===== src/rtl/shared_timer_sched.sv =====
// Round-robin scheduler sharing one preset-and-count-to-all-ones interval timer
// between two requesters; returns a one-cycle done pulse to the granted side.
module shared_timer_sched #(
    parameter int WIDTH = 8
) (
    input  logic             CP,
    input  logic             CR,
    input  logic [1:0]       req,
    input  logic [WIDTH-1:0] len0,
    input  logic [WIDTH-1:0] len1,
    input  logic             tick,
    input  logic             abort,
    output logic [1:0]       gnt,
    output logic             busy,
    output logic [WIDTH-1:0] cnt,
    output logic [1:0]       done
);

    typedef enum logic [1:0] {
        S_IDLE = 2'd0,
        S_LOAD = 2'd1,
        S_RUN  = 2'd2,
        S_DONE = 2'd3
    } state_t;

    // Handshake: req[g] must stay high from grant until done[g] pulses (or the
    // interval is aborted); dropping it early while granted cancels the interval.

    state_t           state_q, state_d;
    logic [1:0]       gnt_q, gnt_d;
    logic [WIDTH-1:0] len_q, len_d;
    logic [WIDTH-1:0] cnt_q, cnt_d;
    logic             rr_q, rr_d;

    logic             g_idx;
    logic             cancel;
    logic             pick;

    assign g_idx  = gnt_q[1];
    assign cancel = abort | ~req[g_idx];
    // On a tie the requester that was not served last wins.
    assign pick   = (req == 2'b11) ? ~rr_q : req[1];

    always_comb begin
        state_d = state_q;
        gnt_d   = gnt_q;
        len_d   = len_q;
        cnt_d   = cnt_q;
        rr_d    = rr_q;
        case (state_q)
            S_IDLE: begin
                if (req != 2'b00) begin
                    state_d = S_LOAD;
                    gnt_d   = pick ? 2'b10 : 2'b01;
                    len_d   = pick ? len1 : len0;
                end
            end
            S_LOAD: begin
                if (cancel) begin
                    state_d = S_IDLE;
                    gnt_d   = 2'b00;
                    cnt_d   = '0;
                end else begin
                    // Preset so that exactly len ticks reach the all-ones terminal count and wrap.
                    cnt_d   = '0 - len_q;
                    state_d = (len_q == '0) ? S_DONE : S_RUN;
                end
            end
            S_RUN: begin
                if (cancel) begin
                    state_d = S_IDLE;
                    gnt_d   = 2'b00;
                    cnt_d   = '0;
                end else if (tick) begin
                    cnt_d = cnt_q + 1'b1;
                    if (cnt_q == '1) begin
                        state_d = S_DONE;
                    end
                end
            end
            S_DONE: begin
                state_d = S_IDLE;
                gnt_d   = 2'b00;
                rr_d    = g_idx;
            end
            default: begin
                state_d = S_IDLE;
                gnt_d   = 2'b00;
                cnt_d   = '0;
            end
        endcase
    end

    always_ff @(posedge CP) begin
        if (CR) begin
            state_q <= S_IDLE;
            gnt_q   <= 2'b00;
            len_q   <= '0;
            cnt_q   <= '0;
            rr_q    <= 1'b1;
        end else begin
            state_q <= state_d;
            gnt_q   <= gnt_d;
            len_q   <= len_d;
            cnt_q   <= cnt_d;
            rr_q    <= rr_d;
        end
    end

    assign gnt  = gnt_q;
    assign busy = (state_q != S_IDLE);
    assign cnt  = cnt_q;
    assign done = (state_q == S_DONE) ? gnt_q : 2'b00;

endmodule


===== config.mk =====
export PLATFORM = sky130hd
export DESIGN_NAME = shared_timer_sched
export DESIGN_NICKNAME = d
export VERILOG_FILES = /design/src/rtl/shared_timer_sched.sv
export SDC_FILE = /design/constraint.sdc
export NUM_CORES = 1
export LEC_CHECK = 0
export BUFFER_PORTS_ARGS = -buffer_cell sky130_fd_sc_hd__buf_2
export CORE_MARGIN = 4
export CORE_UTILIZATION = 52
export CTS_BUF_LIST = sky130_fd_sc_hd__clkbuf_8 sky130_fd_sc_hd__clkbuf_16
export DETAILED_ROUTE_END_ITERATION = 8
export PLACE_DENSITY = 0.78
export SLEW_MARGIN = 20
export SYNTH_ARGS = -nofsm -noshare
export SYNTH_HDL_FRONTEND = slang
export SYNTH_SLANG_ARGS = --single-unit
export TNS_END_PERCENT = 30

===== constraint.sdc =====
create_clock -name CP -period 2 [get_ports CP]
set_input_delay 0.2 -clock CP [delete_from_list [all_inputs] [get_ports CP]]
set_output_delay 0.2 -clock CP [all_outputs]
set_load 0.02 [all_outputs]

==> results of run 1 <==
layout make-up:
type	count	area, µm²	share of cell area
clock inverters	1	3.75	0.00232
clock buffers	3	41.3	0.0255
repair buffers	37	193	0.119
multi-input cells	125	890	0.549
well taps	30	37.5	0.0232
flip-flops and latches	21	420	0.260
inverters	9	33.8	0.0209
cells in the mapped netlist (2+ instances only):
master	count	area (µm²)
a211oi_1	8	60.1
a21boi_0	2	15.0
a21oi_1	6	30.0
a22oi_1	3	22.5
a2bb2oi_1	2	17.5
a31oi_1	7	43.8
and2_1	2	12.5
and3_1	2	12.5
and4_1	2	17.5
buf_2	3	15.0
buf_4	2	15.0
dfxtp_1	21	420
ha_1	7	87.6
inv_1	8	30.0
mux2i_1	9	90.1
nand2_1	6	22.5
nand2b_1	2	12.5
nand3_1	3	15.0
nand4_1	2	12.5
nor2_1	20	75.1
nor2_2	2	12.5
nor3_1	9	45.0
nor4_1	2	12.5
o22ai_1	2	12.5
o31ai_1	2	15.0
o32ai_1	2	17.5
xor2_1	5	43.8
through the flow:
| stage | hold slack [ns] | cell area (µm²) |
|---|---|---|
| after floorplan | 0.318 | 1390 |
| after global placement | 0.440 | 1570 |
| after detailed placement | 0.450 | 1570 |
| after CTS | 0.264 | 1620 |
| after global routing | 0.279 | 1620 |
| final | 0.266 | 1620 |
final timing paths:
path | startpoint | to | cells after the start
worst max-delay path | state_q[0] | cnt[4] | 7
worst min-delay path | len0[3] | len_q[3] | 3
worst max register to register | state_q[0] | cnt[4] | 7
worst min register to register | rr_q | rr_q | 1
routing by layer:
metal | routed length (µm) | track usage | up-vias
met5 | 0 | 0 | -
met4 | 51 | 0.114 | 0
met3 | 252 | 0.0302 | 4
met2 | 1520 | 0.332 | 55
met1 | 1370 | 0.246 | 586
li1 | - | - | 671
flip-flops by register name, summed over array words and instances (netlist names):
register,count
rr_q,1
len_q,8
state_q,2
gnt,2
cnt,8
cells by family (layout without fill, tap and decap cells):
kind of cell,after synthesis,in the layout
simple gates,60,60
compound gates,42,42
flops,21,21
buf+inv,16,50
mux,10,10
fa+ha+maj,7,7
xor+xnor,6,6
worst max-delay path, stage by stage, from the launching register on:
cell and delay [ns]:
dfxtp_1 0.38, inv_1 0.10, ha_1 0.26, buf_4 0.20, nor2_1 0.32, a31oi_1 0.14, o22ai_1 0.19, nor3_1 0.06
power by group:
part | internal [W] | switching [W] | total (W) | leakage (nW)
logic | 0.000128 | 0.000169 | 0.000297 | 0.494
registers | 0.000450 | 0.0000361 | 0.000486 | 0.172
clock network | 0.000137 | 0.000139 | 0.000276 | 0.0269
total | 0.000715 | 0.000344 | 0.00106 | 0.694
==> impl_results.md, run 1 <==
* Post-synthesis mux area share at 0.0748
* Tcrit/Tclk final at 0.889
* Kind of start point of the critical path: register
* R2r setup slk at about 0.22 ns
* First-pass GRT wire length at roughly 5500 µm
* Syn_area_per_cell at approximately 8.6 µm²
* Pin count of the biggest net entering global routing at 25
* Clock Skew at 0.00344 ns
* Yosys warnings at 0
* XOR/XNOR Fraction of Synth Area at 0.0378
* H-tree Lvls at 1
* Post-synth top flop: dfxtp_1
* Clock Latency Late Sink at ~0.26 ns
* CTS tree: done
* Worst Setup End Kind: register
* Adder-Cell Fraction of Synth Area at 0.0631
* Most frequent cells in the layout: buf_2, dfxtp_1, nor2_1
* Routed WL at approximately 3200 µm
* Post-DRT Antenna Nets at 0
* Io pins at 35
* Seq cells post-synth at 21
* Period minus WS final at 1.78 ns
* Status: finished, final reports clean
* TritonCTS Buffers at 3
* Global placement routability congestion at 0.835
* Layout fillers at between 200 and 250
* Pre-Repair DR Iteration Count at 4
* Number of distinct library cells after synthesis at 48
* Largest family of logic cells by synthesized area: compound AO/OA/AOI/OAI gates
* Gr usage total at 0.201
* Synth Area in Simple Gates at 0.231
* Post-synth EDFFs at 0
* CTS Hold Bufs at 0
* Cells after DPL at between 200 and 250
* Hold Path Class: input port to register
* Most common cell after layout, fill and taps aside: buf_2
* Mapped Cells at 162
* Tot Pwr at 0.00106 W
* Sequential area share after synthesis at 0.303
* Wire per inst at around 14 µm
* Layout cell share with drive strength beyond 1 at 0.260
* Final setup viols at 0
* WP data required at between 2 and 2.5 ns
* Worst-Margin Slew at 0.463 ns
* DP Wirelength at 2490 µm
* Setup_tns at 0 ns
* Slew Limit Fails at 0
* Initial Util at 0.551
* Final core occ at 0.642
* Rel. slew slack at 0.689
* RSZ-0062 raised after global routing: no
* Ys async rst share at 0
* Post-synthesis compound-gate area fraction at 0.234
* Clock sink total at 21
* Reg clk slew, reported paths at approximately 0.080 ns
* Clock root buffer: clkbuf_8
* Final hold viol count at 0
* Core ar. at about 2500 µm²
* Drt drc at 0
* Global route overflow at 0
* Fmax at around 560 MHz
* Nets at 226
* Post-CTS sizing at 0
* DIE AREA at between 3000 and 4000 µm²
* Leak at 0.694 nW
* Finished Layout Cells at between 200 and 250
* Post-CTS setup buffers at 0
* Vias in the first global route at between 1k and 1.5k
* Row cnt at 18
* Initial antenna violation count at 0
* Drt via density at slightly below 6
* Port Buffers at 34
* Maxcap violations at 0
* Routed vias at 1,316
* Crit path kind: register to register
* Place WS at between 0.2 and 0.3 ns
* Peak VDD IR at between 0.4 and 0.5 mV
* Initial DRC Count at between 70 and 80
* CP arrival at between 1.5 and 2 ns
* Pwr Density at roughly 650 nW/µm²
* Die H at between 50 and 60 µm
* Post-Synthesis Cell Area at between 1000 and 1500 µm²
* CTS Buffer Depth at 2
* Die width at just under 60 µm
* Ant diodes at 0
* Post-route setup slack at about 0.22 ns
* Syn Nets at 191
* Area grow syn2layout at 16.6%
* Max FO, Critical Path at 12
No activity file was read; power rests on OpenSTA's default activity.
==> run 2, diff against run 1 <==
--- a/config.mk
+++ b/config.mk
@@ -6,11 +6,13 @@
 export NUM_CORES = 1
 export LEC_CHECK = 0
 export BUFFER_PORTS_ARGS = -buffer_cell sky130_fd_sc_hd__buf_2
+export CELL_PAD_IN_SITES_DETAIL_PLACEMENT = 0
+export CELL_PAD_IN_SITES_GLOBAL_PLACEMENT = 1
 export CORE_MARGIN = 4
-export CORE_UTILIZATION = 52
+export CORE_UTILIZATION = 38
 export CTS_BUF_LIST = sky130_fd_sc_hd__clkbuf_8 sky130_fd_sc_hd__clkbuf_16
 export DETAILED_ROUTE_END_ITERATION = 8
-export PLACE_DENSITY = 0.78
+export PLACE_DENSITY_LB_ADDON = 0.1
 export SLEW_MARGIN = 20
 export SYNTH_ARGS = -nofsm -noshare
 export SYNTH_HDL_FRONTEND = slang
==> run 2 against run 1 <==
Compared with the run above: core utilization fell by 16 points; worst hold slack improved by 0.0098 ns; setup slack got worse by 0.048 ns; clock power barely moved; largest cell class unchanged; combinational power rose by 2%; clock skew barely moved; via count rose by 1.4%; flip-flop and latch count did not move.
==> impl_results.md, run 2 (synthesis results as in run 1) <==
* Routed vias at about 1.3k
* CTS tree: done
* Worst Setup End Kind: register
* Final hold viol count at 0
* Vias in the first global route at ~1.2k
* Kind of start point of the critical path: register
* WP buf/inv at 2
* Status: finished, final reports clean
* Hold Path Class: input port to register
* Reg clk slew, reported paths at around 0.080 ns
* Post-DRT Antenna Nets at 0
* Routed WL at roughly 3500 µm
* WP data required at 2.17 ns
* Final setup viols at 0
* Die width at about 68 µm
* Area after DPL at 1610 µm²
* DP Wirelength at 2730 µm
* Slew Limit Fails at 0
* First-pass GRT wire length at ~5700 µm
* Period minus WS final at around 1.8 ns
* Pwr Density at between 600 and 700 nW/µm²
* Hold Slack at 0.275 ns
* Pre-Repair DR Iteration Count at 4
* Post-CTS setup buffers at 0
* RSZ-0062 raised after global routing: no
* Worst-Margin Slew at 0.459 ns
* Nets at about 230
* Initial antenna violation count at 0
* CTS Buffer Depth at 2
* Tcrit/Tclk final at 0.913
* Initial Util at 0.403
* Drt drc at 0
* Fmax at between 500 and 600 MHz
* Max incr delay on CP at approximately 0.39 ns
* Setup_tns at 0 ns
* Pin count of the biggest net entering global routing at 25
* Critical Path, Cell by Cell: inv_1, ha_1, buf_4, nor2_1, a31oi_1, a2bb2oi_1, nor3_1
* Final core occ at 0.481
* Peak VDD IR at 0.247 mV
* Gr usage total at 0.160
* Most frequent cells in the layout: buf_2, dfxtp_1, nor2_1
* Row cnt at 21
* Global route overflow at 0
* Area grow syn2layout at 19.1%
* Max FO, Critical Path at 10
* Core ar. at ~3400 µm²
* Layout cell share with drive strength beyond 1 at 0.268
* Top routing layer used: met4
* Clock root buffer: clkbuf_8
* Clock Skew at around 0.0032 ns
* M1 wire length at between 1500 and 2000 µm
* CP arrival at 2.00 ns
* Rel. slew slack at 0.691
* Drt via density at 5.47
* Initial DRC Count at 141
* Met2 routed WL at 1740 µm
* Clock Latency Late Sink at around 0.26 ns
* Maxcap violations at 0
* CTS Hold Bufs at 0
* DR WL met3 at about 210 µm
* H-tree Lvls at 1
* Finished Cell Area at roughly 1700 µm²
* Global placement routability congestion at about 0.87
* Crit path kind: register to register
* Io pins at 35
* Slowest CP cell: dfxtp_1
* Ant diodes at 0
* Die H at a little under 70 µm
* Wire per inst at about 14 µm
* DIE AREA at about 4700 µm²
* Most common cell after layout, fill and taps aside: buf_2
* Port Buffers at 34
* Clock sink total at 21
* Post-CTS sizing at 0
* Leak at between 0.7 and 0.8 nW
* Crit-path leading delay family: simple AND/OR/NAND/NOR gates
* TritonCTS Buffers at 3
[run 2: cell types whose count changed in the layout (fill, tap and decap cells not counted)]
cell | before | now
a21boi_0 | 2 | 1
a21boi_1 | 0 | 1
buf_4 | 3 | 5
[run 2: through the flow]
step / std cells / setup WS, ns / total power [W]
CTS: 244 / 0.221 / 0.00108
global placement: 240 / 0.317 / 0.000794
finish: 244 / 0.175 / 0.00106
global route: 244 / 0.0397 / 0.00113
detailed placement: 240 / 0.225 / 0.000801
floorplan: 162 / 0.440 / 0.000710
[run 2: worst paths after layout]
check / startpoint / end / slack, ns / cells after the start
max: state_q[0] / cnt[6] / 0.17 / 7
min: len0[4] / len_q[4] / 0.28 / 3
max reg2reg: state_q[0] / cnt[6] / 0.17 / 7
min reg2reg: rr_q / rr_q / 0.48 / 1
[run 2: worst reg2reg max path: stages, from the launching register on]
cell and delay, ns:
dfxtp_1 0.39, inv_1 0.10, ha_1 0.29, buf_4 0.20
nor2_1 0.33, a31oi_1 0.08, a2bb2oi_1 0.17, nor3_1 0.19
[run 2: final cells by class]
type | instances | area (µm²)
inverters | 9 | 33.8
clock buffers | 3 | 41.3
well taps | 46 | 57.6
multi-input cells | 125 | 890
fillers | 375 | 1790
clock inverters | 1 | 3.75
repair buffers | 39 | 208
flip-flops and latches | 21 | 420
[run 2: routing by layer]
metal	vias to the layer above	track usage
li1	670	-
met1	617	0.211
met2	46	0.266
met3	2	0.0197
met4	0	0.0521
met5	-	0
[run 2: power by group]
| group | leakage [nW] | total [W] | switching (W) | internal (W) |
|---|---|---|---|---|
| Sequential | 0.172 | 0.000485 | 0.0000359 | 0.000450 |
| Combinational | 0.504 | 0.000304 | 0.000173 | 0.000131 |
| Clock | 0.0269 | 0.000273 | 0.000137 | 0.000137 |
| Total | 0.703 | 0.00106 | 0.000346 | 0.000717 |
==> run 3, diff against run 2 <==
--- a/config.mk
+++ b/config.mk
@@ -9,8 +9,8 @@
 export CELL_PAD_IN_SITES_DETAIL_PLACEMENT = 0
 export CELL_PAD_IN_SITES_GLOBAL_PLACEMENT = 1
 export CORE_MARGIN = 4
-export CORE_UTILIZATION = 38
-export CTS_BUF_LIST = sky130_fd_sc_hd__clkbuf_8 sky130_fd_sc_hd__clkbuf_16
+export CORE_UTILIZATION = 43
+export CTS_BUF_LIST = sky130_fd_sc_hd__clkbuf_4
 export DETAILED_ROUTE_END_ITERATION = 8
 export PLACE_DENSITY_LB_ADDON = 0.1
 export SLEW_MARGIN = 20
==> constraint.sdc (replaced) <==
create_clock -name CP -period 2.2 [get_ports CP]
set_input_delay 0.22 -clock CP [delete_from_list [all_inputs] [get_ports CP]]
set_output_delay 0.22 -clock CP [all_outputs]
set_load 0.02 [all_outputs]
==> run 3 against run 2 <==
Compared with the run above: power fell by 15%; via count down 4.6%; critical path depth unchanged; global-route usage increased by 1.1 points; worst hold slack got worse by 0.049 ns; register-to-register slack improved by 0.22 ns; die area is 10% lower; wire length decreased by 7.6%; flip-flop and latch count did not move; largest cell class unchanged; largest power group unchanged.
==> impl_results.md, run 3 (synthesis results as in run 1) <==
* Routed vias at 1,274
* Rel. slew slack at 0.692
* Initial DRC Count at 84
* RSZ-0062 raised after global routing: no
* Post-CTS setup buffers at 0
* Clock root buffer: clkbuf_4
* Post-CTS sizing at 0
* Max incr delay on CP at 0.47 ns
* Global route overflow at 0
* Slew Limit Fails at 0
* Worst-Margin Slew at 0.459 ns
* Worst r2r src: state_q[0]
* Final core occ at 0.526
* Port Buffers at 34
* Final hold viol count at 0
* Gr usage total at 0.171
* CTS Buffer Depth at 2
* CTS Hold Bufs at 0
* Slowest CP cell: o41ai_4
* Fmax at around 550 MHz
* Initial Util at 0.451
* Tcrit/Tclk final at 0.820
* CTS tree: done
* Wire per inst at 13.5 µm
* Io pins at 35
* Drt drc at 0
* Pre-Repair DR Iteration Count at 4
* Cells after DPL at around 240
* DP Wirelength at about 2500 µm
* R2r setup slk at 0.40 ns
* Core ar. at about 3000 µm²
* Peak VDD IR at roughly 0.25 mV
* Pin count of the biggest net entering global routing at 25
* Finished Layout Cells at 240
* Layout cell share with drive strength beyond 1 at 0.265
* CP Capture Point: cnt[1]
* Layout fillers at 325
* Clock Skew at roughly 0.0022 ns
* Die H at ~65 µm
* H-tree Lvls at 1
* Routed WL at between 3000 and 4000 µm
* Critical Path, Cell by Cell: inv_1, ha_1, inv_2, o41ai_4, nor3_1, a21oi_1, nor2_1
* Period minus WS final at approximately 1.8 ns
* Reg clk slew, reported paths at between 0.1 and 0.15 ns
* R2R depth at 7
* Kind of start point of the critical path: register
* Most frequent cells in the layout: buf_2, dfxtp_1, nor2_1
* Ant diodes at 0
* CP arrival at around 2 ns
* Area grow syn2layout at 16.6%
* First-pass GRT wire length at about 5800 µm
* WP data required at between 2 and 2.5 ns
* Clock sink total at 21
* Row cnt at 20
* DIE AREA at 4200 µm²
* Post-route setup slack at roughly 0.40 ns
* Setup_tns at 0 ns
* Status: finished, final reports clean
* TritonCTS Buffers at 3
* Clock Latency Late Sink at about 0.31 ns
* CP Launch Point: state_q[0]
* Worst Setup End Kind: register
* Initial antenna violation count at 0
* Most common cell after layout, fill and taps aside: buf_2
* Final setup viols at 0
* Die width at 64.8 µm
* Post-DRT Antenna Nets at 0
* Worst r2r dst: cnt[1]
* Hold Path Class: input port to register
* Global placement routability congestion at between 0.9 and 1
* Hold Slack at 0.227 ns
* Maxcap violations at 0
* Crit path kind: register to register
* Drt via density at approximately 5.3
* Vias in the first global route at ~1.3k
* Leak at 0.685 nW
* Nets at 226
* Place WS at around 0.43 ns
* Max FO, Critical Path at 7
* Pwr Density at 560 nW/µm²
==> run 3: final cells by class <==
class	count	area (µm²)	area share
multi-input combinational	125	890	0.549
inverter	9	33.8	0.0209
timing repair buffer	37	193	0.119
clock inverter	1	5.00	0.00309
clock buffer	3	22.5	0.0139
tap	44	55.1	0.0340
sequential	21	420	0.260
==> run 3: worst min path at each step <==
stage	end	cells past startpoint	start
finish	len_q[5]	3	len0[5]
global route	len_q[1]	3	len0[1]
CTS	len_q[5]	3	len0[5]
detailed placement	rr_q	1	rr_q
global placement	rr_q	1	rr_q
floorplan	cnt[3]	1	CR
==> run 3: through the flow <==
stage                     area (µm²)  total power (W)
after global placement          1590         0.000717
after detailed placement        1590         0.000721
final                           1620         0.000907
after CTS                       1620         0.000923
after floorplan                 1390         0.000646
after global routing            1620         0.000974
==> run 3: worst max-delay path: cells and delay by family (launching register included) <==
| family | cells | cell delay [ns] |
|---|---|---|
| buffers and inverters | 2 | 0.27 |
| and+or+nand+nor | 2 | 0.15 |
| AOI/OAI and AO/OA | 2 | 0.60 |
| DFF | 1 | 0.37 |
| adders and majority gates | 1 | 0.31 |
==> run 3: power by group <==
part | internal, W | leakage, nW | total (W) | switching (W)
Clock | 0.0000679 | 0.0177 | 0.000195 | 0.000127
Combinational | 0.000117 | 0.495 | 0.000269 | 0.000152
Sequential | 0.000409 | 0.172 | 0.000443 | 0.0000335
==> run 3: routing by layer <==
metal | vias to the layer above | share of wire | GRT usage
met5 | - | 0 | 0
li1 | 668 | - | -
met2 | 27 | 0.47 | 0.286
met4 | 0 | 0.0055 | 0.0554
met1 | 577 | 0.48 | 0.220
met3 | 2 | 0.042 | 0.0312
